File: config.mk
export PLATFORM = sky130hd
export DESIGN_NAME = l1_sram_arbiter_flat
export DESIGN_NICKNAME = d
export VERILOG_FILES = /design/src/rtl/l1_sram_arbiter_if.sv /design/src/rtl/l1_sram_arbiter.sv /design/src/flat_wrapper.sv
export SDC_FILE = /design/constraint.sdc
export NUM_CORES = 1
export LEC_CHECK = 0
export CORE_AREA = 4 4 143 145
export DETAILED_ROUTE_END_ITERATION = 10
export DIE_AREA = 0 0 147 149
export GPL_ROUTABILITY_DRIVEN = 0
export GPL_TIMING_DRIVEN = 0
export HOLD_SLACK_MARGIN = 0.12
export PLACE_DENSITY = 0.75
export RECOVER_POWER = 100
export SYNTH_ARGS = -nofsm -noshare
export SYNTH_HDL_FRONTEND = slang
export SYNTH_SLANG_ARGS = --single-unit
File: constraint.sdc
create_clock -name clk -period 12.98 [get_ports clk]
set_input_delay 3.245 -clock clk [delete_from_list [all_inputs] [get_ports clk]]
set_output_delay 3.245 -clock clk [all_outputs]
set_load 0.03 [all_outputs]
File: src/rtl/l1_sram_arbiter_if.sv
// Requester-side bus of the L1 SRAM arbiter.
//   req_valid/req_ready : per-requester handshake (transfer when both high)
//   req_wea/addr/wdata  : packed per-requester payloads (wea all-zero = read)
//   rsp_valid           : per-requester response pulse
//   rsp_rdata           : shared response data, qualified by rsp_valid
// Modports: master = requester side, slave = arbiter side.
interface l1_sram_arbiter_if #(
  parameter int unsigned NREQ = 4,
  parameter int unsigned AW   = 8,
  parameter int unsigned DW   = 32
);
  localparam int unsigned BW = DW / 8;

  logic [NREQ-1:0]    req_valid;
  logic [NREQ-1:0]    req_ready;
  logic [NREQ*BW-1:0] req_wea;
  logic [NREQ*AW-1:0] req_addr;
  logic [NREQ*DW-1:0] req_wdata;
  logic [NREQ-1:0]    rsp_valid;
  logic [DW-1:0]      rsp_rdata;

  modport master (
    output req_valid, req_wea, req_addr, req_wdata,
    input  req_ready, rsp_valid, rsp_rdata
  );

  modport slave (
    input  req_valid, req_wea, req_addr, req_wdata,
    output req_ready, rsp_valid, rsp_rdata
  );
endinterface

File: src/rtl/l1_sram_arbiter.sv
// Round-robin arbiter granting up to two requesters per cycle onto a
// dual-port SRAM (winner A -> port 0, winner B -> port 1).
//   clk, rst        : clock, asynchronous active-high reset
//   bus (slave)     : requester handshake, payloads and responses
//   sram_cen        : active-low chip enable (low when anything is granted)
//   sram_*0/sram_*1 : port 0 / port 1 controls; sram_rdata* return read data
// Optional feature macro ARB_STATS_EN adds stat_grants / stat_conflicts
// (16-bit saturating counters).
module l1_sram_arbiter #(
  parameter int unsigned NREQ = 4,
  parameter int unsigned AW   = 8,
  parameter int unsigned DW   = 32
) (
  input  logic                clk,
  input  logic                rst,
  l1_sram_arbiter_if.slave    bus,
  output logic                sram_cen,
  output logic [DW/8-1:0]     sram_wea0,
  output logic [AW-1:0]       sram_addr0,
  output logic [DW-1:0]       sram_wdata0,
  output logic [DW/8-1:0]     sram_wea1,
  output logic [AW-1:0]       sram_addr1,
  output logic [DW-1:0]       sram_wdata1,
  input  logic [DW-1:0]       sram_rdata0,
  input  logic [DW-1:0]       sram_rdata1
`ifdef ARB_STATS_EN
  ,
  output logic [15:0]         stat_grants,
  output logic [15:0]         stat_conflicts
`endif
);
  localparam int unsigned BW = DW / 8;
  localparam int unsigned IW = $clog2(NREQ);

  logic [IW-1:0] ptr, cand, a_idx, b_idx, last_idx, ptr_nxt;
  logic          a_found, b_found, a_grant, b_grant, same_conflict;
  logic [BW-1:0] wea_a, wea_b;
  logic [AW-1:0] addr_a, addr_b;
  logic [DW-1:0] wdata_a, wdata_b;
  logic [NREQ-1:0] ready_c;

  logic            p1_pend;
  logic [IW-1:0]   p1_idx;
  logic [DW-1:0]   p1_data;
  logic [NREQ-1:0] rsp_valid_q, rsp_valid_d;
  logic [DW-1:0]   rsp_rdata_q, rsp_rdata_d;

  // Circular scan from ptr: first valid is A, next valid is B.
  always_comb begin
    a_found = 1'b0;
    b_found = 1'b0;
    a_idx   = '0;
    b_idx   = '0;
    cand    = '0;
    for (int k = 0; k < int'(NREQ); k++) begin
      cand = IW'((int'(ptr) + k) % int'(NREQ));
      if (bus.req_valid[cand]) begin
        if (!a_found) begin
          a_found = 1'b1;
          a_idx   = cand;
        end else if (!b_found) begin
          b_found = 1'b1;
          b_idx   = cand;
        end
      end
    end
  end

  assign wea_a   = bus.req_wea[int'(a_idx)*int'(BW) +: BW];
  assign wea_b   = bus.req_wea[int'(b_idx)*int'(BW) +: BW];
  assign addr_a  = bus.req_addr[int'(a_idx)*int'(AW) +: AW];
  assign addr_b  = bus.req_addr[int'(b_idx)*int'(AW) +: AW];
  assign wdata_a = bus.req_wdata[int'(a_idx)*int'(DW) +: DW];
  assign wdata_b = bus.req_wdata[int'(b_idx)*int'(DW) +: DW];

  // Same-address pair is only safe when both are reads.
  assign same_conflict = b_found && (addr_b == addr_a) && ((|wea_a) || (|wea_b));
  assign a_grant = a_found && !rst;
  // Port 1 stays idle while its previous response is still held.
  assign b_grant = b_found && !same_conflict && !p1_pend && !rst;

  // Grants and SRAM port drive; an idle port 1 mirrors port 0 with no write.
  always_comb begin
    ready_c     = '0;
    sram_cen    = 1'b1;
    sram_wea0   = '0;
    sram_addr0  = addr_a;
    sram_wdata0 = wdata_a;
    sram_wea1   = '0;
    sram_addr1  = addr_a;
    sram_wdata1 = wdata_a;
    if (a_grant) begin
      ready_c[a_idx] = 1'b1;
      sram_cen       = 1'b0;
      sram_wea0      = wea_a;
    end
    if (b_grant) begin
      ready_c[b_idx] = 1'b1;
      sram_wea1      = wea_b;
      sram_addr1     = addr_b;
      sram_wdata1    = wdata_b;
    end
  end

  assign bus.req_ready = ready_c;

  // Pointer advances past the last granted winner.
  assign last_idx = b_grant ? b_idx : a_idx;
  assign ptr_nxt  = (int'(last_idx) == int'(NREQ) - 1) ? '0 : last_idx + IW'(1);

  // Next response: held port-1 response first, port 0 overrides the data.
  always_comb begin
    rsp_valid_d = '0;
    rsp_rdata_d = rsp_rdata_q;
    if (p1_pend) begin
      rsp_valid_d[p1_idx] = 1'b1;
      rsp_rdata_d         = p1_data;
    end
    if (a_grant) begin
      rsp_valid_d[a_idx] = 1'b1;
      rsp_rdata_d        = (|wea_a) ? '0 : sram_rdata0;
    end
  end

  // Pointer, response and held port-1 state.
  always_ff @(posedge clk or posedge rst) begin
    if (rst) begin
      ptr         <= '0;
      rsp_valid_q <= '0;
      rsp_rdata_q <= '0;
      p1_pend     <= 1'b0;
      p1_idx      <= '0;
      p1_data     <= '0;
    end else begin
      if (a_grant) ptr <= ptr_nxt;
      rsp_valid_q <= rsp_valid_d;
      rsp_rdata_q <= rsp_rdata_d;
      p1_pend     <= b_grant;
      if (b_grant) begin
        p1_idx  <= b_idx;
        p1_data <= (|wea_b) ? '0 : sram_rdata1;
      end
    end
  end

  assign bus.rsp_valid = rsp_valid_q;
  assign bus.rsp_rdata = rsp_rdata_q;

`ifdef ARB_STATS_EN
  logic        conflict_c;
  logic [1:0]  n_grant_c;
  logic [16:0] grant_sum, conf_sum;

  // A valid B that was held back by address conflict or a pending port-1 response.
  assign conflict_c = b_found && !rst && (same_conflict || p1_pend);
  assign n_grant_c  = {1'b0, a_grant} + {1'b0, b_grant};
  assign grant_sum  = {1'b0, stat_grants} + 17'(n_grant_c);
  assign conf_sum   = {1'b0, stat_conflicts} + 17'(conflict_c);

  // Saturating statistics counters.
  always_ff @(posedge clk or posedge rst) begin
    if (rst) begin
      stat_grants    <= '0;
      stat_conflicts <= '0;
    end else begin
      stat_grants    <= grant_sum[16] ? 16'hFFFF : grant_sum[15:0];
      stat_conflicts <= conf_sum[16]  ? 16'hFFFF : conf_sum[15:0];
    end
  end
`endif
endmodule
File: src/flat_wrapper.sv
// flat-port wrapper written by rule: the top's interface ports become plain ports
module l1_sram_arbiter_flat 
#(
  parameter int unsigned NREQ = 4,
  parameter int unsigned AW   = 8,
  parameter int unsigned DW   = 32
)
  (clk, rst, sram_cen, sram_wea0, sram_addr0, sram_wdata0, sram_wea1, sram_addr1, sram_wdata1, sram_rdata0, sram_rdata1, bus_req_valid, bus_req_wea, bus_req_addr, bus_req_wdata, bus_req_ready, bus_rsp_valid, bus_rsp_rdata);
  l1_sram_arbiter_if #(.NREQ(NREQ), .AW(AW), .DW(DW)) bus_i ();
  input  logic clk;
  input  logic rst;
  output logic sram_cen;
  output logic [DW/8-1:0] sram_wea0;
  output logic [AW-1:0] sram_addr0;
  output logic [DW-1:0] sram_wdata0;
  output logic [DW/8-1:0] sram_wea1;
  output logic [AW-1:0] sram_addr1;
  output logic [DW-1:0] sram_wdata1;
  input  logic [DW-1:0] sram_rdata0;
  input  logic [DW-1:0] sram_rdata1;
  input wire logic [$bits(bus_i.req_valid)-1:0] bus_req_valid;
  input wire logic [$bits(bus_i.req_wea)-1:0] bus_req_wea;
  input wire logic [$bits(bus_i.req_addr)-1:0] bus_req_addr;
  input wire logic [$bits(bus_i.req_wdata)-1:0] bus_req_wdata;
  output wire logic [$bits(bus_i.req_ready)-1:0] bus_req_ready;
  output wire logic [$bits(bus_i.rsp_valid)-1:0] bus_rsp_valid;
  output wire logic [$bits(bus_i.rsp_rdata)-1:0] bus_rsp_rdata;
  assign bus_i.req_valid = bus_req_valid;
  assign bus_i.req_wea = bus_req_wea;
  assign bus_i.req_addr = bus_req_addr;
  assign bus_i.req_wdata = bus_req_wdata;
  assign bus_req_ready = bus_i.req_ready;
  assign bus_rsp_valid = bus_i.rsp_valid;
  assign bus_rsp_rdata = bus_i.rsp_rdata;
  l1_sram_arbiter #(.NREQ(NREQ), .AW(AW), .DW(DW)) u_core (.clk(clk), .rst(rst), .bus(bus_i), .sram_cen(sram_cen), .sram_wea0(sram_wea0), .sram_addr0(sram_addr0), .sram_wdata0(sram_wdata0), .sram_wea1(sram_wea1), .sram_addr1(sram_addr1), .sram_wdata1(sram_wdata1), .sram_rdata0(sram_rdata0), .sram_rdata1(sram_rdata1));
endmodule
# == Yosys cells after proc, flatten, opt, wreduce, memory -nomap -nowiden ==
# Index checks and enable logic that the tools add are counted.
# totals
inputBits,246
wordCells,100
output_inout_bits,129
regBits,73
# classes
bitwise_logic,2
add_sub_neg,4
eq_ne,2
reduce_logical,16
mux,54
n_shift,6
order_cmp,10
# op_table
cell,count
$shiftx 128x8->32,2
$mux 32,5
$shiftx 32x6->8,2
$mux 2,17
$shiftx 16x5->4,2
$mux 4,6
$lt 2x3->1 const B,7
$mux 1,18
$logic_and 1x1->1,9
$bmux 1 s2,4
$eq 8x8->1,1
$mux 8,1
$or 4x4->4,2
$reduce_or 4->1,2
$demux 1 s2,3
$ge 2x1->1 const B,3
$add 2x1->2 const B,2
$add 2x2->2 const B,2
$logic_not 1->1,3
$eq 2x1->1 const B,1
$reduce_bool 2->1,1
$logic_or 1x1->1,1

# == Depth between registers and ports, before layout ==
# depth
word_depth,22
ltp_mapped,18

# == Worst setup path after synthesis ==
# OpenSTA, ideal clock, no wires.
# synth_timing
path_type,input-to-output
from,input port bus_req_valid[3]
to,output port bus_req_ready[0]
t_arrival_ns,7.226
required_ns,9.735
stages,16
n_path_buf,6
slack_ns,2.509
cell_sequence,buf_2 -> buf_2 -> buf_2 -> mux4_2 -> ha_1 -> mux2i_1 -> o311ai_1 -> o211ai_1 -> buf_4 -> mux2i_1 -> xor2_1 -> nor3_1 -> a31o_2 -> buf_6 -> buf_6 -> o31ai_1
# synth_via
elab_cells_between_ends,61
# synth_rtl
element,line,source
from (decl),flat_wrapper.sv:21,input wire logic [$bits(bus_i.req_valid)-1:0] bus_req_valid;
$bmux 1 s2,l1_sram_arbiter.sv:57,if (bus.req_valid[cand]) begin
$mux 1 (implied by the code),l1_sram_arbiter.sv:57,
$mux 2 or $mux 1 (tied branches),l1_sram_arbiter.sv:57,
$mux 2,l1_sram_arbiter.sv:58,if (!a_found) begin
$mux 2,l1_sram_arbiter.sv:57,
$mux 2,l1_sram_arbiter.sv:58,
$mux 2,l1_sram_arbiter.sv:57,
$mux 2,l1_sram_arbiter.sv:58,
$mux 2 (*),l1_sram_arbiter.sv:57,
$shiftx 32x6->8 (*),l1_sram_arbiter.sv:71,assign addr_a = bus.req_addr[int'(a_idx)*int'(AW) +: AW];
named net sram_addr0[0],flat_wrapper.sv:14,output logic [AW-1:0] sram_addr0;
$eq 8x8->1 (*),l1_sram_arbiter.sv:77,assign same_conflict = b_found && (addr_b == addr_a) && ((|wea_a) || (|wea_b));
$logic_and 1x1->1 (*) (2 in series),l1_sram_arbiter.sv:77,
$logic_not 1->1 (*),l1_sram_arbiter.sv:80,assign b_grant = b_found && !same_conflict && !p1_pend && !rst;
$logic_and 1x1->1 (*) (3 in series),l1_sram_arbiter.sv:80,
$mux 4 (*),l1_sram_arbiter.sv:97,if (b_grant) begin
to (decl),flat_wrapper.sv:25,output wire logic [$bits(bus_i.req_ready)-1:0] bus_req_ready;
# Mark *: on every way through the listed nets, which the timed path passes. The rest lies on a longest branch. The select of a mux whose other input is x is not followed.

# == Worst setup path after layout ==
# layout_timing
from,input port bus_req_valid[0]
to,output port sram_wdata1[30]
# layout_via
elab_chain_len,20
elab_cells_between_ends,49
# layout_rtl
element,line,source
$bmux 1 s2,l1_sram_arbiter.sv:57,
$mux 1 (implied by the code),l1_sram_arbiter.sv:57,
$mux 1,l1_sram_arbiter.sv:57,
$mux 2 or $mux 1 (tied branches),l1_sram_arbiter.sv:58,
$mux 2 or $mux 1 (tied branches),l1_sram_arbiter.sv:57,
$mux 2,l1_sram_arbiter.sv:61,end else if (!b_found) begin
$mux 2,l1_sram_arbiter.sv:58,
$mux 2,l1_sram_arbiter.sv:57,
[3 not listed],--,
$shiftx 32x6->8 or $shiftx 16x5->4 (tied branches),"l1_sram_arbiter.sv:72, l1_sram_arbiter.sv:70",
$eq 8x8->1 or $reduce_or 4->1 (tied branches),l1_sram_arbiter.sv:77,
$logic_and 1x1->1 or $logic_or 1x1->1 (tied branches),l1_sram_arbiter.sv:77,
$logic_and 1x1->1,l1_sram_arbiter.sv:77,
$logic_not 1->1,l1_sram_arbiter.sv:80,
$logic_and 1x1->1 (*) (3 in series),l1_sram_arbiter.sv:80,
named net u_core.b_grant,l1_sram_arbiter.sv:36,"logic a_found, b_found, a_grant, b_grant, same_conflict;"
$mux 32 (*),l1_sram_arbiter.sv:97,
to (decl),flat_wrapper.sv:18,output logic [DW-1:0] sram_wdata1;
# Marks and branches as above.

==> impl_metrics.csv <==
group,metric,value,unit
power,intPower,1.54,mW
worst_setup_path,worst-path-max-fanout,10,
sta,fin_crit_sh,94.0,%
power,comb_power_share,81.8,%
yosys,ys_seq_elements,73,
yosys,synth.distinct_cells,57,
global_route,grt_pass1_vias,8301,
global_route,grt_max_degree,74,
global_route,grt_pass1_wl,47300,um
floorplanning,core-area,19200,sq um
worst_setup_path,crit_end,"sram_wdata1[30]",
clock_tree,numCtsBuffers,9,
yosys,synth_nets,1064,
worst_setup_path,rr_startpoint,"u_core.ptr[0]",
worst_setup_path,crit_required,9730,ps
clock_tree,cts_tree,"done",
sta,slew_headroom,-118,%
outcome,failed_checks,"capacitance limit, slew limit",
clock_tree,cts_resized,0,
floorplanning,fp-row-count,51,
clock_tree,worstSkewPairLatency,330,ps
sta,fin_crit,12200,ps
worst_setup_path,reg2regPathDepth,13,
power,power_switching_share,54.7,%
cells_and_area,antenna_cells,0,
sta,max_freq,82.0,MHz
yosys,synth_area_per_cell,8.54,sq um
cells_and_area,syn_to_final_growth,62.6,%
yosys,syn_area,6970,sq um
place,portBuffers,373,
power,p_sw,1.86,mW
clock_tree,clk_pin_slew,60,ps
worst_setup_path,regToRegSetupSlack,7950,ps
floorplanning,chipHeight,149,um
outcome,status,"finished with violations",
drt,antenna_left,0,
job,maxCapViolCount,1,
global_route,grtUsageTotal,27.3,%
cells_and_area,post-route-util,59.0,%
clock_tree,ctsHoldBuffers,0,
worst_setup_path,critPathCaptureType,"primary output",
global_route,grt_antenna_before_repair,1,
clock_tree,root_buffer,"clkbuf_16",
worst_setup_path,rr_endpoint,"u_core.p1_data[7]",
floorplanning,die_w,147,um
clock_tree,htree_levels,3,
power,ir_drop,360,uV
hold_path,hold_depth,1,
clock_tree,cts_setup_buffers,0,
power,sequentialPowerShare,11.0,%
sta,hold_viol,0,
worst_setup_path,worstSetupStartpoint,"bus_req_valid[0]",
worst_setup_path,critPathLaunchType,"input pin",
power,clock_power_share,7.2,%
floorplanning,num_io_pins,375,
place,dp_hpwl,25200,um
sta,drv_slew,74,
yosys,synth_ff_type,"dfrtp_1",
power,powerDensity,301,nW/um^2
drt,wire_per_inst,21.5,um
yosys,synth_edf_count,0,
drt,drt_first_pass_iters,5,
sta,worstMarginPinSlew,3260,ps
power,p_total,3.41,mW
drt,vias_per_cell,5.62,
sta,fin_setup_tns,0,ps
drt,vias,8273,
sta,setup_violations,0,
floorplanning,start_util,36.3,%
yosys,yosys_warnings,0,
worst_setup_path,cp.arrival,8960,ps
drt,initialDrtViolationCount,695,
clock_tree,cts_sinks,73,
floorplanning,dieArea,21900,sq um
hold_path,hold_class,"flop to flop",
cells_and_area,drive_above_1_share,11.2,%
place,dp.cells,1455,
yosys,synth-async-reset-ratio,100,%
clock_tree,clockBufferDepth,2,
worst_setup_path,path_class,"input pin to primary output",
sta,finClkSkew,7.99,ps
cells_and_area,fin_nets,1449,
global_route,grt-ovfl-total,0,
cells_and_area,fin_cells,1471,
drt,drc,0,
sta,rsz0062_at_grt,"false",
drt,wl,31600,um
yosys,synthCells,816,
power,leakage,4.55,nW
yosys,ys_seq_area_share,26.2,%
==> cell usage after synthesis (all sizes together), types with 4 or more instances <==
| master | count | share of area, % |
|---|---|---|
| a211oi | 34 | 3.7 |
| a21oi | 13 | 0.93 |
| a22o | 34 | 4.3 |
| a31oi | 67 | 6.0 |
| and2 | 41 | 3.7 |
| buf | 38 | 3.2 |
| clkbuf | 45 | 2.4 |
| dfrtp | 73 | 26 |
| inv | 10 | 0.54 |
| mux2 | 74 | 12 |
| mux2i | 50 | 7.2 |
| mux4 | 21 | 7.1 |
| nand2 | 135 | 7.3 |
| nand2b | 5 | 0.45 |
| nand3 | 35 | 2.5 |
| nor2 | 40 | 2.2 |
| nor2b | 4 | 0.36 |
| nor4 | 6 | 0.54 |
| o21ai | 40 | 2.9 |
| o22ai | 4 | 0.36 |
| xor2 | 8 | 1.0 |
==> placed cells by master, fill, tap and decap left out, types with 2 or more instances in the layout <==
cell type	netlist	routed
buf_6	5	5
a31oi_1	67	67
ha_1	2	2
nor3_1	3	3
mux2i_1	50	50
o311ai_0	1	2
o21ai_0	40	40
buf_2	16	11
o2111ai_1	2	2
nand3_1	35	35
a22o_1	34	34
clkdlybuf4s50_1	0	248
clkinvlp_4	0	2
xnor2_1	3	3
nor2b_1	4	4
clkbuf_1	45	54
and2_1	41	41
xor2_1	8	8
a21o_1	2	2
buf_1	12	10
mux4_1	5	5
nand3b_1	2	2
o211ai_1	2	2
mux2_2	69	69
o22ai_1	4	4
inv_1	9	8
nor2_1	40	40
buf_4	4	4
a21oi_1	13	13
nor4_1	6	5
clkbuf_16	0	9
dlygate4sd3_1	0	125
dfrtp_1	73	73
nand2_1	135	135
a211oi_1	34	34
mux2_4	5	5
nand4_1	2	2
nand2b_1	5	5
mux4_2	16	16
==> sequential cells by signal, summed over array words and instances (netlist names) <==
name	count
u_core.ptr	2
u_core.p1_pend	1
u_core.p1_data	32
u_core.p1_idx	2
u_core.bus.rsp_valid	4
u_core.bus.rsp_rdata	32
==> power by group through the flow <==
stage               Sequential, mW  Combinational (mW)  Clock (mW)
floorplan                    0.475                1.69           0
global placement             0.378                2.90           0
detailed placement           0.382                2.91           0
CTS                          0.379                2.92       0.248
global route                 0.388                2.94       0.257
finish                       0.376                2.79       0.244
==> layer usage <==
metal  wire, um  track usage [%]
met2      16000             49.6
met4        984             9.13
met1      11600             31.3
met5         13                0
met3       3010             6.93
==> how the worst min path moves through the flow <==
stage | startpoint | endpoint
CTS | u_core.p1_idx[1] | u_core.bus.rsp_valid[1]
global route | u_core.p1_data[22] | u_core.p1_data[22]
finish | u_core.p1_data[1] | u_core.p1_data[1]
detailed placement | u_core.p1_data[1] | u_core.p1_data[1]
floorplan | u_core.p1_idx[0] | u_core.p1_idx[0]
global placement | u_core.p1_data[12] | u_core.p1_data[12]
==> critical path: stages <==
cell and delay (ps):
clkdlybuf4s50_1 490, clkbuf_1 350, clkbuf_1 390, mux4_2 330, ha_1 230, mux2i_1 140
o311ai_0 160, o211ai_1 180, clkbuf_1 570, mux4_2 450, xor2_1 180, nor4_1 640
a31o_2 290, inv_2 70, buf_6 150, buf_8 160, mux2_4 290, clkdlybuf4s50_1 620
==> metrics by stage <==
stage                     hold slack (ps)  setup WS, ps  area [sq um]
after detailed placement              491          1130         11100
after global routing                  512           482         11300
after CTS                             506          1120         11300
after floorplan                       463          2510          6970
after global placement                489          1220         11000
final                                 506           778         11300
==> cell families (layout without fill, tap and decap cells) <==
| group | Yosys count | after routing | share of synthesized area [%] |
|---|---|---|---|
| simple gates | 276 | 276 | 17.9 |
| compound gates | 214 | 214 | 21.2 |
| mux | 145 | 145 | 26.5 |
| buf+inv | 94 | 484 | 6.26 |
| flops | 73 | 73 | 26.2 |
| xor+xnor | 11 | 11 | 1.38 |
| fa+ha+maj | 3 | 3 | 0.520 |
==> layout make-up <==
cell class	count	area (sq um)
Sequential cell	73	1830
Tap cell	265	332
Buffer	83	385
Fill cell	1730	7880
Clock buffer	10	229
Clock inverter	6	67.6
Multi-Input combinational cell	649	4710
Inverter	11	42.5
Timing Repair Buffer	374	3740
Note: power is estimated with default switching activity, not from simulation.
